File: src/rtl/adc_frame_align.sv
// -----------------------------------------------------------------------------
// adc_frame_align
//
// Frame-clock alignment controller for the LVDS ADC receive path. It runs in
// the divided ISERDES clock domain. The deserialised FCO word is compared with
// FRAME_PATTERN. While the word does not match, the controller sends
// single-cycle bitslip pulses to every ISERDES in the clock group. After
// LOCK_COUNT consecutive matches it declares lock. After MISS_LIMIT
// consecutive mismatches in lock it restarts the search. Once MAX_SLIPS slips
// have been used in one attempt, the next mismatch parks the controller in a
// failure state.
//
// Ports
//   CLKDIV      in   divided ISERDES clock (only clock)
//   rst_n       in   asynchronous active-low reset
//   ce          in   enable; low forces IDLE and clears the attempt
//   realign     in   one-cycle request to restart alignment
//   frm_data    in   ISERDES frame word, SER_W bits
//   ch_data_i   in   raw channel samples, channel 0 in the LSBs
//   bitslip     out  bitslip pulse to all ISERDES
//   aligned     out  frame locked (state == LOCKED)
//   align_err   out  slip budget exhausted (state == FAIL)
//   ch_data_o   out  ch_data_i delayed by one cycle
//   data_valid  out  aligned delayed by one cycle
//   slip_total  out  saturating count of slips since reset
//   loss_total  out  saturating count of lock losses since reset
//
// Build option
//   ADC_ALIGN_STATS_EN : when defined, slip_total and loss_total are live
//                        saturating counters. When undefined, both ports are
//                        tied to zero and no counter registers exist.
// -----------------------------------------------------------------------------
module adc_frame_align #(
    parameter int               SER_W         = 8,
    parameter logic [SER_W-1:0] FRAME_PATTERN = SER_W'(8'hF0),
    parameter int               LOCK_COUNT    = 16,
    parameter int               MISS_LIMIT    = 4,
    parameter int               SETTLE_CYC    = 4,
    parameter int               MAX_SLIPS     = 8,
    parameter int               NUM_CH        = 5,
    parameter int               DATA_W        = 16
) (
    input  logic                     CLKDIV,
    input  logic                     rst_n,
    input  logic                     ce,
    input  logic                     realign,
    input  logic [SER_W-1:0]         frm_data,
    input  logic [NUM_CH*DATA_W-1:0] ch_data_i,
    output logic                     bitslip,
    output logic                     aligned,
    output logic                     align_err,
    output logic [NUM_CH*DATA_W-1:0] ch_data_o,
    output logic                     data_valid,
    output logic [15:0]              slip_total,
    output logic [7:0]               loss_total
);

    localparam int MATCH_W  = $clog2(LOCK_COUNT + 1);
    localparam int MISS_W   = $clog2(MISS_LIMIT + 1);
    localparam int SLIP_W   = (MAX_SLIPS < 1) ? 1 : $clog2(MAX_SLIPS + 1);
    localparam int SETTLE_W = $clog2(SETTLE_CYC + 1);

    // Terminal values. Each counter stops at its terminal value and leaves
    // the state before it could wrap.
    localparam logic [MATCH_W-1:0]  MATCH_LAST  = MATCH_W'(LOCK_COUNT - 1);
    localparam logic [MISS_W-1:0]   MISS_LAST   = MISS_W'(MISS_LIMIT - 1);
    localparam logic [SLIP_W-1:0]   SLIP_MAX    = SLIP_W'(MAX_SLIPS);
    localparam logic [SETTLE_W-1:0] SETTLE_LAST = SETTLE_W'(SETTLE_CYC - 1);

    typedef enum logic [2:0] {
        S_IDLE   = 3'd0,
        S_CHECK  = 3'd1,
        S_SLIP   = 3'd2,
        S_SETTLE = 3'd3,
        S_LOCKED = 3'd4,
        S_FAIL   = 3'd5
    } state_t;

    state_t                state_q, state_d;
    logic [MATCH_W-1:0]    match_q, match_d;
    logic [MISS_W-1:0]     miss_q, miss_d;
    logic [SLIP_W-1:0]     slip_q, slip_d;
    logic [SETTLE_W-1:0]   settle_q, settle_d;

    logic                     bitslip_q;
    logic                     aligned_q;
    logic                     align_err_q;
    logic                     data_valid_q;
    logic [NUM_CH*DATA_W-1:0] ch_data_q;

    logic frame_ok_s;

    assign frame_ok_s = (frm_data == FRAME_PATTERN);

    // State and per-attempt counter registers
    always_ff @(posedge CLKDIV or negedge rst_n) begin
        if (!rst_n) begin
            state_q  <= S_IDLE;
            match_q  <= {MATCH_W{1'b0}};
            miss_q   <= {MISS_W{1'b0}};
            slip_q   <= {SLIP_W{1'b0}};
            settle_q <= {SETTLE_W{1'b0}};
        end else begin
            state_q  <= state_d;
            match_q  <= match_d;
            miss_q   <= miss_d;
            slip_q   <= slip_d;
            settle_q <= settle_d;
        end
    end

    // Next state and counter update. ce low overrides realign, and realign
    // overrides normal sequencing.
    always_comb begin
        state_d  = state_q;
        match_d  = match_q;
        miss_d   = miss_q;
        slip_d   = slip_q;
        settle_d = settle_q;
        if (!ce) begin
            state_d  = S_IDLE;
            match_d  = {MATCH_W{1'b0}};
            miss_d   = {MISS_W{1'b0}};
            slip_d   = {SLIP_W{1'b0}};
            settle_d = {SETTLE_W{1'b0}};
        end else if (realign) begin
            // A pulse already on the wire this cycle still completes, but the
            // new attempt starts at CHECK and no settle or slip follows it.
            state_d  = S_CHECK;
            match_d  = {MATCH_W{1'b0}};
            miss_d   = {MISS_W{1'b0}};
            slip_d   = {SLIP_W{1'b0}};
            settle_d = {SETTLE_W{1'b0}};
        end else begin
            case (state_q)
                S_IDLE: begin
                    state_d = S_CHECK;
                end
                S_CHECK: begin
                    if (frame_ok_s) begin
                        if (match_q == MATCH_LAST) begin
                            state_d = S_LOCKED;
                            match_d = {MATCH_W{1'b0}};
                        end else begin
                            match_d = match_q + MATCH_W'(1'b1);
                        end
                    end else begin
                        match_d = {MATCH_W{1'b0}};
                        if (slip_q == SLIP_MAX) begin
                            state_d = S_FAIL;
                        end else begin
                            state_d = S_SLIP;
                        end
                    end
                end
                S_SLIP: begin
                    // slip_q is below SLIP_MAX here, because CHECK only
                    // enters SLIP while the budget is not used up.
                    slip_d   = slip_q + SLIP_W'(1'b1);
                    settle_d = {SETTLE_W{1'b0}};
                    state_d  = S_SETTLE;
                end
                S_SETTLE: begin
                    if (settle_q == SETTLE_LAST) begin
                        settle_d = {SETTLE_W{1'b0}};
                        state_d  = S_CHECK;
                    end else begin
                        settle_d = settle_q + SETTLE_W'(1'b1);
                    end
                end
                S_LOCKED: begin
                    if (frame_ok_s) begin
                        miss_d = {MISS_W{1'b0}};
                    end else if (miss_q == MISS_LAST) begin
                        state_d = S_CHECK;
                        match_d = {MATCH_W{1'b0}};
                        miss_d  = {MISS_W{1'b0}};
                        slip_d  = {SLIP_W{1'b0}};
                    end else begin
                        miss_d = miss_q + MISS_W'(1'b1);
                    end
                end
                S_FAIL: begin
                    state_d = S_FAIL;
                end
                default: begin
                    state_d = S_IDLE;
                end
            endcase
        end
    end

    // Output registers. The status bits decode the next state, so each one
    // exactly matches the current state. Samples are captured unconditionally.
    always_ff @(posedge CLKDIV or negedge rst_n) begin
        if (!rst_n) begin
            bitslip_q    <= 1'b0;
            aligned_q    <= 1'b0;
            align_err_q  <= 1'b0;
            data_valid_q <= 1'b0;
            ch_data_q    <= {(NUM_CH*DATA_W){1'b0}};
        end else begin
            bitslip_q    <= (state_d == S_SLIP);
            aligned_q    <= (state_d == S_LOCKED);
            align_err_q  <= (state_d == S_FAIL);
            data_valid_q <= aligned_q;
            ch_data_q    <= ch_data_i;
        end
    end

    assign bitslip    = bitslip_q;
    assign aligned    = aligned_q;
    assign align_err  = align_err_q;
    assign data_valid = data_valid_q;
    assign ch_data_o  = ch_data_q;

`ifdef ADC_ALIGN_STATS_EN
    logic [15:0] slip_total_q;
    logic [7:0]  loss_total_q;
    logic        loss_event_s;

    // A lock loss is the MISS_LIMIT-th consecutive mismatch in LOCKED, and
    // only counts when ce and realign leave normal sequencing in control.
    assign loss_event_s = ce && !realign && (state_q == S_LOCKED) &&
                          !frame_ok_s && (miss_q == MISS_LAST);

    // Saturating statistics counters, cleared only by rst_n
    always_ff @(posedge CLKDIV or negedge rst_n) begin
        if (!rst_n) begin
            slip_total_q <= 16'h0000;
            loss_total_q <= 8'h00;
        end else begin
            if ((state_q == S_SLIP) && (slip_total_q != 16'hFFFF)) begin
                slip_total_q <= slip_total_q + 16'd1;
            end
            if (loss_event_s && (loss_total_q != 8'hFF)) begin
                loss_total_q <= loss_total_q + 8'd1;
            end
        end
    end

    assign slip_total = slip_total_q;
    assign loss_total = loss_total_q;
`else
    assign slip_total = 16'h0000;
    assign loss_total = 8'h00;
`endif

endmodule

File: config.mk
export PLATFORM = sky130hd
export DESIGN_NAME = adc_frame_align
export DESIGN_NICKNAME = d
export VERILOG_FILES = /design/src/rtl/adc_frame_align.sv
export SDC_FILE = /design/constraint.sdc
export NUM_CORES = 1
export LEC_CHECK = 0
export CAP_MARGIN = 25
export CORE_MARGIN = 3
export CORE_UTILIZATION = 42
export CTS_BUF_LIST = sky130_fd_sc_hd__clkbuf_8
export DETAILED_ROUTE_END_ITERATION = 7
export GPL_ROUTABILITY_DRIVEN = 1
export GPL_TIMING_DRIVEN = 0
export HOLD_SLACK_MARGIN = 0.12
export PLACE_DENSITY_LB_ADDON = 0.3
export SYNTH_ARGS = -nofsm -noshare
export SYNTH_HDL_FRONTEND = slang
export SYNTH_SLANG_ARGS = --single-unit
File: constraint.sdc
create_clock -name CLKDIV -period 4.05 [get_ports CLKDIV]
set_input_delay 0.81 -clock CLKDIV [delete_from_list [all_inputs] [get_ports CLKDIV]]
set_output_delay 0.81 -clock CLKDIV [all_outputs]
set_load 0.03 [all_outputs]
Yosys cells after proc, flatten, opt, wreduce, memory -nomap -nowiden
Index checks and enable logic that the tools add are counted.
{ "op_classes": {"addsub": 4, "n_eq_ne": 19, "mux": 30, "reduce_logical": 3} }
{ "op_table": {"columns": ["cell", "count"], "rows": [
  ["3-bit 2-to-1 mux", 16],
  ["5-bit 2-to-1 mux", 6],
  ["3-bit case mux with 6 select lines", 1],
  ["4-bit 2-to-1 mux", 4],
  ["3-bit by 2-bit equality test with 1-bit output (second input constant)", 5],
  ["3-bit equality test (second input constant)", 4],
  ["4-bit by 1-bit inequality test with 1-bit output (second input constant)", 3],
  ["5-bit case mux with 2 select lines", 1],
  ["8-bit equality test (second input constant)", 1],
  ["4-bit inequality test (second input constant)", 2],
  ["4-bit case mux with 2 select lines", 1],
  ["3-bit by 1-bit adder with 3-bit output (second input constant)", 2],
  ["3-bit case mux with 2 select lines", 1],
  ["3-bit AND reduction", 2],
  ["5-bit by 1-bit adder with 5-bit output (second input constant)", 1],
  ["5-bit by 4-bit equality test with 1-bit output (second input constant)", 1],
  ["4-bit by 1-bit adder with 4-bit output (second input constant)", 1],
  ["4-bit equality test (second input constant)", 1],
  ["3-bit by 1-bit equality test with 1-bit output (second input constant)", 1],
  ["3-bit zero test", 1],
  ["3-bit by 1-bit inequality test with 1-bit output (second input constant)", 1]
]} }
{ "word_totals": {"ff_bits": 102, "in_bits": 92, "out_inout_bits": 108, "wordCells": 66} }

Longest topological paths before layout
Gate-level depths: netlist (run 1).
{ "depth": {"depth_word": 7, "depth_mapped": 6, "mapped_depth_nobuf": 6} }

Least setup slack after synthesis (run 1)
No wires, ideal clock.
{ "synth_timing": {"kind": "in2reg", "from": "in frm_data[2]", "to": "reg aligned_q, in the netlist aligned", "setup_time_ns": 0.094, "arrival_ns": 1.906, "t_required_ns": 3.956, "path_slack_ns": 2.050, "path_stages": 4, "path_buffers": 0, "path_cell_list": "nand4bb_1 or3_1 a211o_1 a211oi_1"} }
{ "synth_via": {"elab_chain_len": 6, "elab_cells_between_ends": 7, "classes_between": "eq/ne (2); mux (5)"} }
{ "synth_rtl": {"columns": ["element", "line_no", "text"], "rows": [
  ["start, declared", "47", "input logic [SER_W-1:0] frm_data,"],
  ["8-bit equality test *", "93", "assign frame_ok_s = (frm_data == FRAME_PATTERN);"],
  ["3-bit 2-to-1 mux (on tied branches)", "172, 140", null],
  ["3-bit case mux with 6 select lines *", "135", "case (state_q)"],
  ["3-bit 2-to-1 mux *", "126", "end else if (realign) begin"],
  ["3-bit 2-to-1 mux *", "120", "if (!ce) begin"],
  ["3-bit equality test *", "204", "aligned_q <= (state_d == S_LOCKED);"],
  ["end signal, assigned", "204", null],
  ["end, declared", "86", "logic aligned_q;"]
]} }
Mark *: on every way between the ends. The rest lies on a longest branch, timed or not.
A chain may end at the register's enable or synchronous reset.

Final worst setup path (run 1)
{ "layout_timing": {"from": "reg ch_data_q[0], in the netlist ch_data_o[0]", "to": "out ch_data_o[0]"} }
{ "layout_lines": {"columns": ["element", "line_no", "text"], "rows": [
  ["start, declared", "89", "logic [NUM_CH*DATA_W-1:0] ch_data_q;"],
  ["start signal, assigned", "201", "ch_data_q <= {(NUM_CH*DATA_W){1'b0}};"],
  ["start signal, assigned", "207", "ch_data_q <= ch_data_i;"],
  ["end, declared", "52", "output logic [NUM_CH*DATA_W-1:0] ch_data_o,"]
]} }
No word-level cell between the ends.

==> results.md, run 1 <==
* Setup WS post-layout at approximately 1800 ps
* Core Util, Final at 71.4%
* Die W at approximately 96 um
* Synthesis Warnings at 0
* Final min period at about 2200 ps
* Post-synthesis instance total at 230
* Detail Placement HPWL at 7.71 mm
* FMAX at 449 MHz
* Number of flops mapped to enable cells by yosys at 0
* Final period util at 55.0%
* Synth area leader: dfrtp_1
* Gpl congestion at just under 0.8
* PwrDens at about 360 nW/um2
* Crit-path cells: clkdlybuf4s50_1
* Min-delay src: aligned
* Later-pin clock latency in the skew report at 350 ps
* Mapped Area at 3430 um2
* Post-synth top flop: dfrtp_1
* Distinct cells, synth at 47
* Largest net degree at the start of global routing at 56
* Commonest non-fill, non-tap cell in the layout: clkdlybuf4s50_1
* Worst Setup End Kind: output port
* First-pass GRT wire length at ~14 mm
* Sequential cell area at ~2600 um2
* Root buffer cell: clkbuf_8
* Worst Skew at 10.1 ps
* Cell family with most CP delay: buffers and inverters
* Syn-to-layout area delta at 63.3%
* Clk sinks at approximately 100
* Via count at around 2500
* Antenna violations before repair at 0
* Worst path slowest cell: clkdlybuf4s50_1
* Hold Fails Final Rpt at 0
* Vias in the first global route at around 2500
* Pins Over Slew Limit at 0
* CP bufs+invs at 1
* GRT Util Overall at about 21%
* Crit path from: ch_data_o[0]
* Nets at ~540
* Max_cap viols at 0
* Die area at around 9300 um2
* Site Rows at 32
* Worst R2R Start: state_q[0]
* Critical Path RT at ~3200 ps
* Ant. Diodes at 0
* Top cells by area, synth: dfrtp_1, buf_4, ha_1, a21oi_1, a21o_1
* Setup violators final at 0
* Post-CTS Setup Inserts at 0
* Post-Route WL at slightly below 10 mm
* Worst slew margin at 58.2%
* I/O Pins at 200
* Multi-input gate area at between 700 and 800 um2
* Post-route design area at approximately 5600 um2
* TritonCTS clock tree: yes
* Maximum vdd drop at about 0.19 mV
* Post-route DRC at 0
* Top cell type's share of synthesized area at between 70% and 80%
* Asr flop ratio synth at 100%
* #FFs+latches synth at just over 100
* Drt wl/cell at around 18 um
* HP Class: reg -> reg
* CTS max path bufs at 2
* Reg clk slew, reported paths at ~100 ps
* Mean area per synthesized cell at ~15 um2
* Vias/cell at between 4 and 5
* Filler cells at 531
* Share of cells above drive strength 1 at between 10 and 15%
* Status: complete, no violations
* Worst Path Class, Setup: reg -> out
* Post-CTS Resized at 0
* Seq/Total Area, Yosys at between 70% and 80%
* 1st-pass router iterations at 4
* Hold Buf Count CTS at 0
* H-tree Lvls at 3
* Num CTS Buffers at 9
* ANT nets after route at 0
* Hold slack at about 390 ps
* Worst Tran Pin Value at 627 ps
* Starting DRT DRC Count at between 70 and 80
* GRT overflow at 0
* DIE HEIGHT at around 96 um
* Crit-path max cell delay at around 700 ps
* PortBufs at approximately 180
* Placed Area at ~5400 um2
* LEAKAGE at roughly 2.5 nW
* WP data arrival at between 1000 and 1500 ps
* Core area at a little under 8000 um2
* RSZ-0062 raised after global routing: no
* Setup slack at placement at approximately 1500 ps
* Commonest non-fill, non-tap cells in the layout: clkdlybuf4s50_1, dfrtp_1, buf_4, conb_1, nand2_1
* Critical Path Source Type: flop
* CP max FO at 1
* Initial Utilization at approximately 44%
## Yosys cell counts (2+ instances only)
cell type and count:
o21ai_1 2, or3_1 4, nor2b_1 4, o21ai_0 2, nor3_1 2, nor2_1 3, mux2i_1 2, a21oi_1 8
inv_1 3, dfrtp_1 102, and3_1 2, buf_4 24, clkbuf_1 2, a21o_1 5, nand4_1 4, nand2_1 10
a211oi_1 2, nand3b_1 2, ha_1 5, nand3_1 7, nand4bb_1 2, and4bb_2 2, nand4b_1 2, buf_2 2
a211o_1 2, nand2b_1 4
## cell type report
cell class	count	area share (%)
repair buffers	176	31.7
well taps	102	2.28
flip-flops and latches	102	45.5
inverters	3	0.201
multi-input cells	120	13.5
clock buffers	9	2.21
plain buffers	28	3.53
clock inverters	7	1.05
## metal layers
| metal | global-route usage [%] | up-vias | routed length, um |
|---|---|---|---|
| met3 | 7.59 | 11 | 1080 |
| met2 | 35.8 | 118 | 5010 |
| met4 | 7.36 | 0 | 170 |
| li1 | - | 1165 | - |
| met1 | 23.3 | 1205 | 3360 |
| met5 | 0 | - | 0 |
## cells by family (layout without fill, tap and decap cells)
group	after synthesis	in the layout	synth area share (%)
buffers and inverters	31	223	6.09
other	1	24	0.109
AOI/OAI and AO/OA	31	31	6.31
and+or+nand+nor	57	57	10.4
xor gates and xnor gates	1	1	0.255
DFF	102	102	74.4
muxes	2	2	0.584
adders and majority gates	5	5	1.82
## flip-flops by register name (all words and copies together), names as in the netlist, 3 cells and up
name / cells
ch_data_o: 80
match_q: 5
slip_q: 4
miss_q: 3
settle_q: 3
state_q: 3
## stage by stage
step           power (mW)  instances  setup TNS [ps]
6_report             2.03        547               0
5_1_grt              2.12        547               0
4_1_cts              2.05        547               0
3_5_place_dp         1.46        531               0
3_3_place_gp         1.44        530         -156280
2_1_floorplan        1.25        253               0
## report_power, final
part           total (mW)  switching [mW]  internal [mW]
registers            1.07          0.0132           1.06
clock network       0.594           0.361          0.232
logic               0.361           0.189          0.172
total                2.03           0.564           1.46
## worst paths after layout
kind | end | slack (ps) | cells past startpoint
max reg2reg | slip_q[3] | 2190 | 6
max in group asynchronous | ch_data_o[41] | 2900 | 2
min | data_valid | 390 | 0
max | ch_data_o[0] | 1820 | 1
min reg2reg | data_valid | 390 | 0
min in group asynchronous | ch_data_o[74] | 460 | 1
No activity file was read; power rests on OpenSTA's default activity.
==> inputs of run 2 (changes only) <==
--- a/config.mk
+++ b/config.mk
@@ -7,7 +7,7 @@
 export LEC_CHECK = 0
 export CAP_MARGIN = 25
 export CORE_MARGIN = 3
-export CORE_UTILIZATION = 42
+export CORE_UTILIZATION = 35
 export CTS_BUF_LIST = sky130_fd_sc_hd__clkbuf_8
 export DETAILED_ROUTE_END_ITERATION = 7
 export GPL_ROUTABILITY_DRIVEN = 1
==> constraint.sdc (replaced) <==
create_clock -name CLKDIV -period 2 [get_ports CLKDIV]
set_input_delay 0.4 -clock CLKDIV [delete_from_list [all_inputs] [get_ports CLKDIV]]
set_output_delay 0.4 -clock CLKDIV [all_outputs]
set_load 0.03 [all_outputs]
==> run 2 against run 1 <==
Power up 100%. Via count rose by 0.76%. Utilization fell by 11 points. Sequential share of layout area fell by 0.33 points. Count of clock-buffer cells in the layout is the same. Die area is 19% higher. Clock power up 100%. First-iteration DRC count fell by 28%. Wire length is 1.3% lower. Flip-flop and latch count unchanged.
==> results.md, run 2 (synthesized netlist as in run 1, its figures left out) <==
* Share of cells above drive strength 1 at 11.0% (unchanged)
* Nets at 538 (was 537)
* CP max FO at 6 (was 1)
* Worst Skew at 8.91 ps (was 10.1 ps)
* Die area at 11000 um2 (was 9290 um2)
* Combinational Power Share at 17.7% (was 17.8%)
* Hold slack at 378 ps (was 386 ps)
* Core area at 9370 um2 (was 7850 um2)
* DIE HEIGHT at 105 um (was 96.4 um)
* Gpl congestion at 0.813 (was 0.771)
* Final Instance Count excl. Fillers at 574 (was 547)
* First-pass GRT wire length at 14.8 mm (was 14.0 mm)
* Crit path from: frm_data[0] (was ch_data_o[0])
* Clk sinks at 102 (unchanged)
* Final min period at 1840 ps
* Critical Path Source Type: input pin (was flop)
* Max reg flops at 80 (unchanged)
* Post-route DRC at 0 (unchanged)
* LEAKAGE at 2.48 nW (about the same)
* Status: complete, no violations (unchanged)
* Sw Share at 27.9% (was 27.8%)
* Maximum vdd drop at 0.400 mV (was 0.186 mV)
* Antenna violations before repair at 0 (unchanged)
* Crit-path max cell delay at 530 ps (was 690 ps)
* Clk pwr share at 29.5% (was 29.3%)
* Max_cap viols at 0 (unchanged)
* Setup WS post-layout at 157 ps (was 1820 ps)
* Detail Placement HPWL at 7.42 mm (was 7.71 mm)
* Largest net degree at the start of global routing at 73 (was 56)
* Setup violators final at 0 (unchanged)
* HP Class: reg -> reg (unchanged)
* Post-Route WL at 9.50 mm (was 9.63 mm)
* Vias in the first global route at 2527 (was 2520)
* Drt wl/cell at 16.6 um (was 17.6 um)
* RSZ-0062 raised after global routing: no (unchanged)
* Starting DRT DRC Count at 53 (was 74)
* Worst Tran Pin Value at 610 ps (was 627 ps)
* Via count at 2518 (was 2499)
* Worst slew margin at 58.8% (was 58.2%)
* Vias/cell at 4.39 (was 4.57)
* Pins Over Slew Limit at 0 (unchanged)
* I/O Pins at 200 (unchanged)
* Worst path slowest cell: a2111oi_0 (was clkdlybuf4s50_1)
* Critical Path RT at 2290 ps (was 3240 ps)
* Hold Fails Final Rpt at 0 (unchanged)
* CTS max path bufs at 2 (unchanged)
* 1st-pass router iterations at 4 (unchanged)
* WP data arrival at 2140 ps (was 1420 ps)
* Setup slack at placement at -213 ps (was 1510 ps)
* Worst R2R Start: state_q[0] (unchanged)
* Later-pin clock latency in the skew report at 360 ps (was 350 ps)
* ANT nets after route at 0 (unchanged)
* Commonest non-fill, non-tap cell in the layout: clkdlybuf4s50_1 (unchanged)
* PwrDens at 728 nW/um2 (was 362 nW/um2)
* GRT Util Overall at 17.7% (was 20.6%)
* PortBufs at 175 (unchanged)
* Commonest non-fill, non-tap cells in the layout: clkdlybuf4s50_1, dfrtp_1, buf_4, conb_1, nand2_1 (unchanged)
* Power, Total at 4.11 mW (was 2.03 mW)
* H-tree Lvls at 3 (unchanged)
* Initial Utilization at 36.6% (was 43.7%)
* TritonCTS clock tree: yes (unchanged)
* Reg power frac at 52.8% (was 52.9%)
* Final period util at ~92%
* Switch Pwr at 1.15 mW (was 564 uW)
* Min-delay src: aligned (unchanged)
* Ant. Diodes at 0 (unchanged)
* Die W at 105 um (was 96.4 um)
* Crit-path cells: clkdlybuf4s50_1 > and4bb_2 > a2111oi_0 > o31a_1 > a2bb2oi_1 (was clkdlybuf4s50_1)
* Syn-to-layout area delta at 64.6% (was 63.3%)
* DP Cell Count at 558 (was 531)
* Worst Setup End Kind: flop (was output port)
* Num CTS Buffers at 9 (unchanged)
* Reg clk slew, reported paths at 100 ps (about the same)
* GRT overflow at 0 (unchanged)
* FMAX at 543 MHz
* Site Rows at 35 (was 32)
* Post-CTS Resized at 0 (unchanged)
* Root buffer cell: clkbuf_8 (unchanged)
* Internal power at 2.96 mW (was 1.46 mW)
* Setup TNS at 0 ps (unchanged)
* Worst Path Class, Setup: in -> reg (was reg -> out)
run 2: changes by cell type in the layout (fill, tap and decap cells not counted):
cell	delta
clkinvlp_4	-1
dlygate4sd3_1	+1
clkinv_4	+1
inv_1	-1
run 2: what timing repair did:
item	CTS	global route
setup buffers	0	0
hold buffers	1	0
endpoints found under the hold margin	30	0
run 2: path summary, 6_finish.rpt:
kind / to / slack, ps / depth (start not counted)
setup reg to reg: slip_q[3] / 170 / 6
setup / recovery: align_err / 160 / 5
min in group asynchronous: ch_data_o[55] / 500 / 2
hold / removal: data_valid / 380 / 0
max in group asynchronous: ch_data_o[64] / 800 / 3
hold reg to reg: data_valid / 380 / 0
run 2: power groups by stage:
stage	logic, mW	registers [mW]	clock network, mW
floorplan	0.135	2.39	0
global placement	0.716	2.21	0
detailed placement	0.732	2.21	0
CTS	0.736	2.17	1.25
global route	0.767	2.18	1.33
finish	0.729	2.17	1.21
run 2: stage by stage:
stage | cell area [um2] | utilization [%]
after floorplan | 3520 | -
after global placement | 5430 | 57.9
after detailed placement | 5460 | 58.2
after CTS | 5650 | 60.2
after global routing | 5650 | 60.2
final | 5650 | 60.2
run 2: routing by layer:
layer,vias up,routed length (um),GRT usage (%)
met1,1232,3680,20.6
li1,1166,-,-
met4,0,167,6.56
met3,14,736,5.93
met2,106,4910,30.2
met5,-,0,0
run 2: area by class of cell:
class                      count  area, um2
clock inverter                 6       56.3
sequential                   102       2550
timing repair buffer         177       1790
inverter                       3       11.3
fill                         746       3730
clock buffer                   9        124
tap                          129        161
multi-input combinational    120        756
buffer                        28        198
run 2: critical path, delay by kind of cell:
family | cells | cell delay [ps]
compound gates | 3 | 970
simple gates | 1 | 290
buf+inv | 1 | 470
